==> src/rtl/bus_rr_arbiter.sv <==
// Four-master round-robin arbiter for the shared 8-bit address / 32-bit data system bus.
// Registered one-hot grant, burst-hold preemption, and a grant-gated combinational bus mux.
module bus_rr_arbiter #(
  parameter int AW       = 8,
  parameter int DW       = 32,
  parameter int MAX_HOLD = 16
) (
  input  logic            clk,
  input  logic            reset_n,
  input  logic [3:0]      M_req,
  input  logic [3:0]      M_wr,
  input  logic [4*AW-1:0] M_address,
  input  logic [4*DW-1:0] M_dout,
  output logic [3:0]      M_grant,
  output logic [DW-1:0]   M_din,
  output logic            B_valid,
  output logic            B_wr,
  output logic [AW-1:0]   B_address,
  output logic [DW-1:0]   B_wdata,
  input  logic [DW-1:0]   B_rdata,
  output logic [1:0]      owner
);

  typedef enum logic {IDLE, GRANT} state_t;

  localparam logic [7:0] HOLD_LIMIT = 8'(MAX_HOLD - 1);

  state_t     state;
  logic [1:0] rr_ptr;
  logic [7:0] hold_cnt;
  logic [3:0] others;

  // First requesting master at or after 'start', wrapping modulo 4.
  function automatic logic [1:0] pick(input logic [3:0] req, input logic [1:0] start);
    logic [1:0] idx;
    logic [1:0] sel;
    sel = start;
    for (int i = 3; i >= 0; i--) begin
      idx = start + 2'(i);
      if (req[idx]) sel = idx;
    end
    return sel;
  endfunction

  assign others = M_req & ~(4'b0001 << owner);

  always_ff @(posedge clk or negedge reset_n) begin
    if (!reset_n) begin
      state    <= IDLE;
      M_grant  <= 4'b0000;
      owner    <= 2'd0;
      rr_ptr   <= 2'd0;
      hold_cnt <= 8'd0;
    end else begin
      case (state)
        IDLE: begin
          hold_cnt <= 8'd0;
          if (|M_req) begin
            state   <= GRANT;
            owner   <= pick(M_req, rr_ptr);
            M_grant <= 4'b0001 << pick(M_req, rr_ptr);
            rr_ptr  <= pick(M_req, rr_ptr) + 2'd1;
          end
        end
        GRANT: begin
          if (!M_req[owner] && !(|others)) begin
            state    <= IDLE;
            M_grant  <= 4'b0000;
            hold_cnt <= 8'd0;
          end else if (!M_req[owner] || hold_cnt == HOLD_LIMIT) begin
            // Release or burst limit reached: hand straight to the next waiter, no idle gap.
            owner    <= pick(others, owner + 2'd1);
            M_grant  <= 4'b0001 << pick(others, owner + 2'd1);
            rr_ptr   <= pick(others, owner + 2'd1) + 2'd1;
            hold_cnt <= 8'd0;
          end else if (|others) begin
            hold_cnt <= (hold_cnt == HOLD_LIMIT) ? hold_cnt : hold_cnt + 8'd1;
          end else begin
            hold_cnt <= 8'd0;
          end
        end
        default: begin
          state   <= IDLE;
          M_grant <= 4'b0000;
        end
      endcase
    end
  end

  assign B_valid = |M_grant;
  assign M_din   = B_rdata;

  // Mux is gated by the grant so an idle bus drives all zeros.
  always_comb begin
    B_wr      = 1'b0;
    B_address = '0;
    B_wdata   = '0;
    if (B_valid) begin
      B_wr      = M_wr[owner];
      B_address = M_address[owner*AW +: AW];
      B_wdata   = M_dout[owner*DW +: DW];
    end
  end

endmodule

==> config.mk <==
export PLATFORM = sky130hd
export DESIGN_NAME = bus_rr_arbiter
export DESIGN_NICKNAME = d
export VERILOG_FILES = /design/src/rtl/bus_rr_arbiter.sv
export SDC_FILE = /design/constraint.sdc
export NUM_CORES = 1
export LEC_CHECK = 0
export CORE_AREA = 2 2 110 112
export CTS_CLUSTER_DIAMETER = 50
export DETAILED_ROUTE_END_ITERATION = 12
export DIE_AREA = 0 0 112 114
export HOLD_SLACK_MARGIN = 0.05
export PLACE_DENSITY = 0.67
export SETUP_SLACK_MARGIN = 0.2
export SLEW_MARGIN = 25
export SYNTH_ARGS = -nofsm -noshare
export SYNTH_HDL_FRONTEND = slang
export SYNTH_SLANG_ARGS = --single-unit
==> constraint.sdc <==
create_clock -name clk -period 4.3 [get_ports clk]
set_clock_uncertainty 0.05 [all_clocks]
set_input_delay 0.86 -clock clk [delete_from_list [all_inputs] [get_ports clk]]
set_output_delay 0.86 -clock clk [all_outputs]
set_load 0.02 [all_outputs]
==> results_dict.tcl <==
set metrics [dict create \
    drt_iter0_markers 164 \
    final_nets 642 \
    drive_gt1_share_pct 13.1 \
    cts.hold.buffers_added 0 \
    hold_path.class "flip-flop to flip-flop" \
    clk_path_buf_depth 2 \
    worst_slack_ps 748 \
    min_to "hold_cnt[0]" \
    final_common_cell "clkdlybuf4s50_1" \
    grt_pass1_wl_um 17000 \
    r2r_start "owner[0]" \
    crit_type "flip-flop to output port" \
    met2RoutedLength_um 5430 \
    postCtsSetupRepairBufs 0 \
    ys.warnings.count 0 \
    finalPower_uw 2890 \
    status "finished clean" \
    clk_latency_ps 250 \
    htree_levels 1 \
    via_per_inst 4.81 \
    highest_layer "met5" \
    die_y_um 114 \
    required_ps 3390 \
    r2r_setup_slack_ps 1140 \
    ys_seq_area_share_pct 16.0 \
    dp_hpwl_um 10500 \
    grt_overflow_total 0 \
    drt_first_pass_iters 4 \
    met1_length_um 4870 \
    syn_to_final_growth_pct 81.4 \
    io_buffers 217 \
    die_w_um 112 \
    leakagePower_uw 0.00176 \
    setup_tns_ps 0 \
    relSlewSlack_pct 39.5 \
    ys_ff_latch 17 \
    finalSetupViolations 0 \
    holdWs_ps 417 \
    seq_area_um2 430 \
    async_reset_ff_share_pct 100 \
    post-route-period-util_pct 82.6 \
    min_period_ps 3550 \
    post_cts_resized 0 \
    routed_wl_um 12100 \
    finalHoldViolations 0 \
    clk_pin_slew_worst_paths_ps 50 \
    worst_pin_slew_ps 908 \
    ant_nets 0 \
    holdPathStages 1 \
    grt_max_degree 54 \
    peakVddDrop_uv 375 \
    cts_buffers 3 \
    cts_sinks 17 \
    syn_avg_cell_area_um2 10.2 \
    power_density_nw_per_um2 598 \
    r2r_cells 8 \
    vias 2818 \
    worst_setup_path_end_kind "output port" \
    critPathLaunchType "flip-flop" \
    wl_per_cell_um 20.6 \
    final_cell_mix "clkdlybuf4s50_1, nor2b_1, mux4_2, nor2_1, dfrtp_1" \
    netlist_area_um2 2660 \
    crit_arrival_ps 2640 \
    gr-usage-all-layers_pct 17.4 \
    place_congestion 0.819 \
    die-area_um2 12800 \
    final_cells 586 \
    r2r-end "rr_ptr[1]" \
    nFillCells 1156 \
    core_um2 11700 \
    drv_cap 0 \
    crit_fanout 53 \
    cts_tree "built" \
    final_max_slew_viol_count 0 \
    grt_pass1_vias 2810 \
    start_util_pct 22.7 \
    wl_met3_um 1640 \
    netlist_instances 260 \
    place_ws_ps 839 \
    antenna_found_initial 11 \
    synth-edff-count 0 \
    io_pins 282 \
    drc 0 \
    cts-root-buf "clkbuf_16" \
    fmax_mhz 282 \
    ys.flop_type "dfrtp_1" \
    syn-num-nets 467 \
    dpl.cell_count 577 \
    multi_input_area_um2 1900 \
    rsz0062_at_grt "false" \
    synth.distinct_cells 47 \
    placementRows 40 \
    hold_start "hold_cnt[0]" \
]
==> sequential cells by signal (all words and copies together), names as in the netlist <==
register	cells
hold_cnt	8
M_grant	4
owner	2
rr_ptr	2
state	1
==> layer usage <==
metal  up-vias  track usage (%)
met4        10             1.38
li1       1297                -
met1      1326             22.3
met2       159             26.7
met3        26             10.3
met5         -                0
==> logic make-up (layout without fill, tap and decap cells) <==
family | after synthesis | after routing | synth area share [%]
buffers and inverters | 55 | 229 | 12.8
AND/OR/NAND/NOR | 95 | 95 | 20.7
XOR/XNOR | 6 | 6 | 1.97
multiplexers | 44 | 44 | 36.5
AO/OA/AOI/OAI | 38 | 38 | 9.72
other | 0 | 5 | 0
flip-flops | 17 | 17 | 16.0
adder cells (fa/ha/maj) | 5 | 5 | 2.35
==> cell usage after synthesis, types with 2 or more instances <==
master	n	area share [%]
o21ai_1	2	0.38
dfrtp_1	17	16
o21a_1	2	0.56
xnor2_1	4	1.3
a2bb2oi_1	2	0.66
nor2_1	21	3.0
nand3_1	2	0.38
o311ai_0	2	0.66
nor2b_1	47	11
buf_4	32	9.0
inv_1	6	0.85
xor2_1	2	0.66
buf_2	6	1.1
nand4_1	3	0.70
mux4_2	42	36
a31oi_1	3	0.70
and3_1	3	0.70
nand2_1	4	0.56
nand2b_1	5	1.2
o21ai_0	6	1.1
nor4_1	2	0.47
a221oi_1	2	0.66
ha_1	5	2.3
clkbuf_1	9	1.3
o21bai_1	2	0.56
a21oi_1	8	1.5
==> how the worst max path moves through the flow <==
stage | startpoint | to | slack, ps | depth (start not counted)
2_1_floorplan | owner[0] | B_address[0] | 1490 | 4
3_3_place_gp | M_dout[87] | B_wdata[23] | 840 | 4
3_5_place_dp | M_dout[87] | B_wdata[23] | 840 | 4
4_1_cts | owner[0] | B_wr | 630 | 3
5_1_grt | owner[0] | B_wr | 510 | 3
6_report | owner[0] | B_wr | 750 | 3
==> area by class of cell <==
type	count	area share, %
clock buffers	3	1.55
multi-input cells	188	39.4
flip-flops and latches	17	8.91
repair buffers	219	45.5
clock inverters	1	0.104
inverters	6	0.466
well taps	147	3.81
diodes	5	0.259
==> where the power goes <==
group	switching (uW)	internal, uW	total [uW]
Sequential	208	217	424
Combinational	998	1280	2280
Clock	58.8	124	183
==> per-stage QoR <==
| stage | instance area [um2] | utilization, % |
|---|---|---|
| floorplan | 2660 | - |
| global placement | 4740 | 40.5 |
| detailed placement | 4740 | 40.5 |
| CTS | 4820 | 41.2 |
| global route | 4820 | 41.2 |
| finish | 4830 | 41.3 |
==> worst max-delay path, cell delays in order (launching register included) <==
cell and delay (ps):
dfrtp_4 990, mux4_2 640, nor2b_1 160, clkdlybuf4s50_1 590
Power figures use the tool's default switching activity.
